## src/rtl/mem_router.sv

```systemverilog
`default_nettype none
// ============================================================================
// Module   : mem_router
// Purpose  : Base/mask address decoder and single-outstanding bus router
//            between the CPU memory port and N_REGIONS target devices.
//            Lowest-index region wins on overlap; unmapped accesses and
//            accesses that exceed TIMEOUT cycles return resp_err_o = 1.
// Ports    : clk_i, reset_i           - clock, synchronous active-high reset
//            req_*_i / req_ready_o    - CPU request channel (valid/ready)
//            resp_*_o                 - one-cycle registered response
//            dev_valid_o / dev_ready_i / dev_rdata_i - per-target handshake
//            dev_addr/wdata/mask/rw_o - latched request, shared by targets
//            err_count_o              - saturating error-response counter
// Revision : 1.0 - initial release
// ============================================================================
module mem_router #(
    parameter int                           ADDR_W      = 64,
    parameter int                           DATA_W      = 64,
    parameter int                           N_REGIONS   = 3,
    parameter logic [N_REGIONS*ADDR_W-1:0]  REGION_BASE = '0,
    parameter logic [N_REGIONS*ADDR_W-1:0]  REGION_MASK = '0,
    parameter int                           TIMEOUT     = 15
) (
    input  logic                         clk_i,
    input  logic                         reset_i,
    input  logic                         req_valid_i,
    output logic                         req_ready_o,
    input  logic [ADDR_W-1:0]            req_addr_i,
    input  logic                         req_rw_i,
    input  logic [DATA_W-1:0]            req_wdata_i,
    input  logic [DATA_W/8-1:0]          req_mask_i,
    output logic                         resp_valid_o,
    output logic [DATA_W-1:0]            resp_rdata_o,
    output logic                         resp_err_o,
    output logic [N_REGIONS-1:0]         dev_valid_o,
    input  logic [N_REGIONS-1:0]         dev_ready_i,
    input  logic [N_REGIONS*DATA_W-1:0]  dev_rdata_i,
    output logic [ADDR_W-1:0]            dev_addr_o,
    output logic [DATA_W-1:0]            dev_wdata_o,
    output logic [DATA_W/8-1:0]          dev_mask_o,
    output logic                         dev_rw_o,
    output logic [7:0]                   err_count_o
);

    localparam int         SEL_W     = (N_REGIONS > 1) ? $clog2(N_REGIONS) : 1;
    localparam logic [7:0] TMO_LAST  = 8'(TIMEOUT - 1);

    typedef enum logic [1:0] {
        IDLE   = 2'd0,
        ACCESS = 2'd1,
        RESP   = 2'd2
    } state_t;

    state_t                  state_q;
    logic                    req_ready_q;
    logic                    resp_valid_q;
    logic [DATA_W-1:0]       resp_rdata_q;
    logic                    resp_err_q;
    logic [N_REGIONS-1:0]    dev_valid_q;
    logic [ADDR_W-1:0]       dev_addr_q;
    logic [DATA_W-1:0]       dev_wdata_q;
    logic [DATA_W/8-1:0]     dev_mask_q;
    logic                    dev_rw_q;
    logic [7:0]              err_count_q;
    logic [7:0]              timer_q;
    logic [SEL_W-1:0]        sel_q;

    // Region decode of the incoming address. Scanning from the highest index
    // down lets the lowest hitting index overwrite the others.
    logic                    hit_d;
    logic [SEL_W-1:0]        sel_d;
    logic [N_REGIONS-1:0]    onehot_d;

    always_comb begin
        hit_d = 1'b0;
        sel_d = '0;
        for (int i = N_REGIONS - 1; i >= 0; i--) begin
            if ((req_addr_i & REGION_MASK[i*ADDR_W +: ADDR_W]) ==
                REGION_BASE[i*ADDR_W +: ADDR_W]) begin
                hit_d = 1'b1;
                sel_d = SEL_W'(i);
            end
        end
        onehot_d        = '0;
        onehot_d[sel_d] = 1'b1;
    end

    // Read data of the currently selected target.
    logic [DATA_W-1:0] sel_rdata_d;
    assign sel_rdata_d = dev_rdata_i[int'(sel_q)*DATA_W +: DATA_W];

    always_ff @(posedge clk_i) begin
        if (reset_i) begin
            state_q      <= IDLE;
            req_ready_q  <= 1'b0;
            resp_valid_q <= 1'b0;
            resp_rdata_q <= '0;
            resp_err_q   <= 1'b0;
            dev_valid_q  <= '0;
            dev_addr_q   <= '0;
            dev_wdata_q  <= '0;
            dev_mask_q   <= '0;
            dev_rw_q     <= 1'b0;
            err_count_q  <= '0;
            timer_q      <= '0;
            sel_q        <= '0;
        end else begin
            resp_valid_q <= 1'b0;

            // Error responses are counted as they leave the RESP state.
            if (state_q == RESP && resp_err_q && err_count_q != 8'hFF) begin
                err_count_q <= err_count_q + 8'd1;
            end

            case (state_q)
                IDLE: begin
                    req_ready_q <= 1'b1;
                    if (req_valid_i && req_ready_q) begin
                        req_ready_q <= 1'b0;
                        dev_addr_q  <= req_addr_i;
                        dev_wdata_q <= req_wdata_i;
                        dev_mask_q  <= req_mask_i;
                        dev_rw_q    <= req_rw_i;
                        sel_q       <= sel_d;
                        timer_q     <= '0;
                        if (hit_d) begin
                            state_q     <= ACCESS;
                            dev_valid_q <= onehot_d;
                        end else begin
                            // Unmapped: answer directly, never strobe a target.
                            state_q      <= RESP;
                            resp_valid_q <= 1'b1;
                            resp_err_q   <= 1'b1;
                            resp_rdata_q <= '0;
                        end
                    end
                end
                ACCESS: begin
                    // Completion is checked before the timeout so a ready
                    // arriving on the last allowed cycle still succeeds.
                    if (dev_ready_i[sel_q]) begin
                        state_q      <= RESP;
                        dev_valid_q  <= '0;
                        resp_valid_q <= 1'b1;
                        resp_err_q   <= 1'b0;
                        resp_rdata_q <= dev_rw_q ? '0 : sel_rdata_d;
                    end else if (timer_q == TMO_LAST) begin
                        state_q      <= RESP;
                        dev_valid_q  <= '0;
                        resp_valid_q <= 1'b1;
                        resp_err_q   <= 1'b1;
                        resp_rdata_q <= '0;
                    end else begin
                        timer_q <= timer_q + 8'd1;
                    end
                end
                RESP: begin
                    state_q     <= IDLE;
                    req_ready_q <= 1'b1;
                end
                default: begin
                    state_q     <= IDLE;
                    dev_valid_q <= '0;
                    req_ready_q <= 1'b0;
                end
            endcase
        end
    end

    assign req_ready_o  = req_ready_q;
    assign resp_valid_o = resp_valid_q;
    assign resp_rdata_o = resp_rdata_q;
    assign resp_err_o   = resp_err_q;
    assign dev_valid_o  = dev_valid_q;
    assign dev_addr_o   = dev_addr_q;
    assign dev_wdata_o  = dev_wdata_q;
    assign dev_mask_o   = dev_mask_q;
    assign dev_rw_o     = dev_rw_q;
    assign err_count_o  = err_count_q;

endmodule
`default_nettype wire

```

## config.mk

```make
export PLATFORM = sky130hd
export DESIGN_NAME = mem_router
export DESIGN_NICKNAME = d
export VERILOG_FILES = /design/src/rtl/mem_router.sv
export SDC_FILE = /design/constraint.sdc
export NUM_CORES = 1
export LEC_CHECK = 0
export BUFFER_PORTS_ARGS = -buffer_cell sky130_fd_sc_hd__buf_2
export CAP_MARGIN = 0
export CELL_PAD_IN_SITES_DETAIL_PLACEMENT = 0
export CELL_PAD_IN_SITES_GLOBAL_PLACEMENT = 2
export CORE_AREA = 2 2 213 215
export CTS_BUF_LIST = sky130_fd_sc_hd__clkbuf_8
export CTS_CLUSTER_SIZE = 10
export DETAILED_ROUTE_END_ITERATION = 10
export DIE_AREA = 0 0 215 217
export HOLD_SLACK_MARGIN = 0.05
export PLACE_DENSITY_LB_ADDON = 0.25
export SETUP_SLACK_MARGIN = 0.2
export SLEW_MARGIN = 15
export SYNTH_ARGS = -nofsm -noshare
export SYNTH_HDL_FRONTEND = slang
export SYNTH_SLANG_ARGS = --single-unit
```

## constraint.sdc

```tcl
create_clock -name clk_i -period 1.8 [get_ports clk_i]
set_input_delay 0.09 -clock clk_i [delete_from_list [all_inputs] [get_ports clk_i]]
set_output_delay 0.09 -clock clk_i [all_outputs]
set_load 0.01 [all_outputs]
```

# Yosys cells after proc, flatten, opt, wreduce, memory -nomap -nowiden

Cells that the tools add are included.

Magnitude comparators: 0
Shift operators: 0
Eq/ne operators: 8
Add/subtract/negate cells: 2
Divide/modulo/power cells: 0
Multipliers: 0
Multiplexer cells: 21
Bitwise gates (word level): 2
Reductions and logical operators: 12

Operators with widths:

| kind                  | count |
|---|---|
| $mux W64              | 3 |
| $mux W8               | 3 |
| $add A8 B1 Y8 const B | 2 |
| $pmux W8 S2           | 1 |
| $mux W3               | 3 |
| $pmux W3 S3           | 1 |
| $eq A8 B4 Y1 const B  | 1 |
| $ne A8 B8 Y1 const B  | 1 |
| $mux W2               | 3 |
| $ne A2 B2 Y1 const B  | 3 |
| $reduce_and A2 Y1     | 3 |
| $mux W1               | 5 |
| $pmux W2 S2           | 1 |
| $reduce_and A4 Y1     | 1 |
| $reduce_bool A2 Y1    | 2 |
| $logic_and A1 B1 Y1   | 3 |
| $ne A3 B3 Y1 const B  | 1 |
| $pmux W1 S3           | 1 |
| $reduce_and A3 Y1     | 1 |
| $eq A2 B1 Y1 const B  | 1 |
| $eq A2 B2 Y1 const B  | 1 |
| $logic_not A2 Y1      | 1 |
| $not A1 Y1            | 2 |
| $reduce_or A2 Y1      | 1 |

Latch bits: 0
Memory bits (read-only): 0
Input port bits: 335
Bits in registers: 225
Memories kept: 0
Word-level logic and storage cells: 57
Output and inout bits: 215
RAM bits: 0

# Longest topological paths before layout

Word-level depth: 4
Gate-level depth with buffers: 7
Mapped depth without buffers: 6

# Worst setup path before layout

No wires, ideal clock.

Path type: reg2reg
Start point: reg timer_q[0]
End point: reg resp_rdata_q[0], in the netlist resp_rdata_o[0]
Required time: 1.683 ns
Cell stages (with the launch flop): 8
Buffers on the path: 1
Setup time: 0.117 ns
Path slack: 0.052 ns
Data arrival time: 1.632 ns
Period minus slack after synthesis: 1.748 ns
Path through: dfxtp_1 -> inv_1 -> ha_1 -> or4b_4 -> o21bai_4 -> a21oi_4 -> buf_6 -> a22o_1

Word-level cells in the longest chain between the ends: 3

Ends and longest elaborated chain:

| item                         | line | source |
|---|---|---|
| start, declared              | 65   | `logic [7:0] timer_q;` |
| start signal, assigned       | 154  | `timer_q <= timer_q + 8'd1;` |
| $eq A8 B4 Y1                 | 147  | `end else if (timer_q == TMO_LAST) begin` |
| $reduce_bool A2 Y1 (no line) | -    |  |
| $reduce_and A2 Y1 (no line)  | -    |  |
| end signal, assigned         | 146  | `resp_rdata_q <= dev_rw_q ? '0 : sel_rdata_d;` |
| end, declared                | 57   | `logic [DATA_W-1:0] resp_rdata_q;` |

Every way passes these cells.
A chain may end at the register's enable or synchronous reset.

# Worst setup path after layout

Start point: reg timer_q[0]
End point: reg resp_rdata_q[16], in the netlist resp_rdata_o[16]

The elaborated chain is that of the path after synthesis.

==> flow_summary.toml <==
[place]
pre_cts_ws_ps = 22.3
port-buffer-count = 417
post-dp-hpwl_um = 20100
place_inst = 1828
gp_congestion = 0.727

[die]
dieArea_um2 = 46700
start_util = 0.174
die_w_um = 215
std_cell_rows = 78
core_um2 = 44700
pin_count = 550
die_h_um = 217

[global_routing]
grt_first_pass_wirelength_um = 46700
grt_max_degree = 65
overflow = 0
grt_usage = 0.126
grt_antenna_before_repair = 1
grt_pass1_vias = 8292

[cells_and_area]
fin_cells = 2157
fillCellCount = 4737
synthToLayoutAreaGrowth_pct = 99.4
diodes = 0
drive_above_1_share = 0.500
final_nets = 1864

[pwr]
p_sw_frac = 0.280
pwr-share-seq = 0.424
power_frac_clock = 0.403
pwr-share-comb = 0.173
power.leakage_nw = 6.98
internal_power_mw = 9.00
power_mw = 12.5
power.switching_mw = 3.49
p_per_area_nw_per_um2 = 806
vdd_ir_drop_max_mv = 0.422

[worst_setup_path]
cpPeakStageDelay_ps = 490
worstPathCellList = "inv_2 -> ha_1 -> or4b_4 -> o21bai_4 -> a21oi_4 -> buf_12 -> a22o_4"
start_kind = "flip-flop"
cp_data_arrival_time_ps = 2250
rr_worst_depth = 7
rrSetupSlack_ps = 20
crit_fanout = 28
critPathSlowestCell = "or4b_4"
crit_type = "reg -> reg"
crit_path_end_kind = "flip-flop"
worst_r2r_endpoint = "resp_rdata_o[16]"
r2r-start = "timer_q[0]"
crit_required_ps = 2270

[route]
first_pass_iters = 4
vias = 8637
vias_per_cell = 4.00
drc = 0
drt-total-wl_um = 35300
first_iter_violations = 306
wl_per_cell_um = 16.4
antenna_left = 0

[hold_path]
hold_start = "dev_rdata_i[21]"
hold_depth = 3
hp-class = "in -> reg"
whs_endpoint = "resp_rdata_o[21]"

[sta]
period_share = 0.987
rsz0062_at_grt = "yes"
hold_ws_ps = 247
slew_headroom = 0.603
post-route-min-period_ps = 1780
finClkSkew_ps = 25.5
maxSlewViolCount = 0
fmax_ghz = 0.563
layout_setup_ws_ps = 23.5
finalHoldViolations = 0
worst_pin_slew_ps = 596
finalSetupViolCount = 0

[synth]
synth_edf_count = 0
synth_seq_cells = 223
yosysSeqAreaShare = 0.574
synthArstFlopShare = 0
ys_top_cells_by_count = "nand2_1, dfxtp_1, a21oi_1"
synth_area_um2 = 7780
ys_warn_count = 0
synth_top_area_frac = 0.574
ys.flop_type = "dfxtp_1"
synth.avg_cell_area_um2 = 9.13
synth_cell_types = 46
yosysMostFrequentCell = "nand2_1"
ys_top_cells_by_area = "dfxtp_1, nand2_1, a21oi_1, a22o_1, buf_6"
syn_inst = 852
synth_largest_area_cell = "dfxtp_1"

[clock_tree]
cts_tree = "done"
worstSkewPairLatency_ps = 600
cts.path.max_buffers = 3
clock-sinks = 223
htreeDepth = 2
cts_buffers = 46
clk_pin_slew_worst_paths_ps = 60
clockRootBuffer = "clkbuf_8"

[job]
cap_violations = 0

[status]
status = "finished clean"
timing repair:
action / in CTS / in global routing
hold endpoints to repair: 214 / 0
hold buffers: 204 / 0
pin swaps: 6 / 212
gates cloned: 1 / 30
gates resized for setup: 4 / 356
buffers inserted: 3 / 12
setup endpoints to repair: 152 / 206
kinds of logic (layout without fill, tap and decap cells):
| logic type | after synthesis | after routing | synth area share |
|---|---|---|---|
| and+or+nand+nor | 327 | 329 | 0.174 |
| DFF | 223 | 223 | 0.574 |
| buffers and inverters | 67 | 769 | 0.0545 |
| other | 1 | 2 | 0.000482 |
| AOI/OAI and AO/OA | 220 | 220 | 0.179 |
| adders and majority gates | 3 | 3 | 0.00483 |
| xor gates and xnor gates | 9 | 9 | 0.0101 |
| muxes | 2 | 2 | 0.00257 |
layout by cell type (no fill, tap or decap), types with 3 or more instances in the layout:
cell,count
nand2_2,9
and3_1,3
nor3_1,4
nand2_1,166
xor2_1,8
dfxtp_1,220
buf_16,5
a21oi_2,105
buf_6,8
a21oi_1,39
a22o_1,61
or3b_4,3
buf_4,19
clkinv_2,3
nand2_4,103
clkbuf_8,51
inv_1,23
dlygate4sd3_1,204
clkbuf_16,17
buf_12,17
nand4_1,6
buf_2,416
nand3_1,3
nor2_1,16
cell type report:
cell class	count	area [um2]	area share
well taps	600	751	0.0484
clock inverters	28	146	0.00944
repair buffers	688	5290	0.341
flip-flops and latches	223	4470	0.288
clock buffers	51	702	0.0453
multi-input cells	565	4140	0.267
inverters	2	7.51	0.000484
critical path, delay by kind of cell (launching register included):
| kind | cells | cell delay, ps |
|---|---|---|
| adder cells (fa/ha/maj) | 1 | 130 |
| AND/OR/NAND/NOR | 1 | 490 |
| AO/OA/AOI/OAI | 3 | 480 |
| buffers and inverters | 2 | 230 |
| flip-flops | 1 | 320 |
power groups by stage:
stage	clock, mW	combinational, mW	sequential [mW]
CTS	5.33	1.58	5.24
finish	5.03	2.16	5.30
floorplan	0	0.490	5.43
global placement	0	1.18	5.33
global route	5.57	2.32	5.32
detailed placement	0	1.18	5.34
through the flow:
step | utilization | instance area, um2 | TNS [ps]
after global routing | 0.347 | 15500 | -1330
final | 0.347 | 15500 | 0
after CTS | 0.302 | 13500 | 0
after detailed placement | 0.235 | 10500 | 0
after global placement | 0.235 | 10500 | 0
after floorplan | - | 7790 | 0
state kept, by name, indices dropped and copies added (netlist names):
register and flops:
dev_addr_o 64, resp_err_o 1, dev_valid_o 1, dev_mask_o 8
resp_rdata_o 64, err_count_o 8, req_ready_o 1, dev_rw_o 1
timer_q 8, state_q 2, resp_valid_o 1, dev_wdata_o 64
layer usage:
metal	vias to the layer above	GRT usage	wire [um]
li1	4248	-	-
met5	-	0	10
met4	2	0.0425	795
met1	4040	0.152	15000
met3	60	0.0489	2630
met2	287	0.207	16900
how the worst max path moves through the flow:
| stage | start | to | slack (ps) |
|---|---|---|---|
| after floorplan | timer_q[0] | resp_rdata_o[0] | 100 |
| after global placement | timer_q[0] | resp_rdata_o[16] | 20 |
| after detailed placement | timer_q[0] | resp_rdata_o[16] | 20 |
| after CTS | timer_q[0] | resp_rdata_o[16] | 20 |
| after global routing | timer_q[0] | resp_rdata_o[16] | -50 |
| final | timer_q[0] | resp_rdata_o[16] | 20 |
Note: power is estimated with default switching activity, not from simulation.
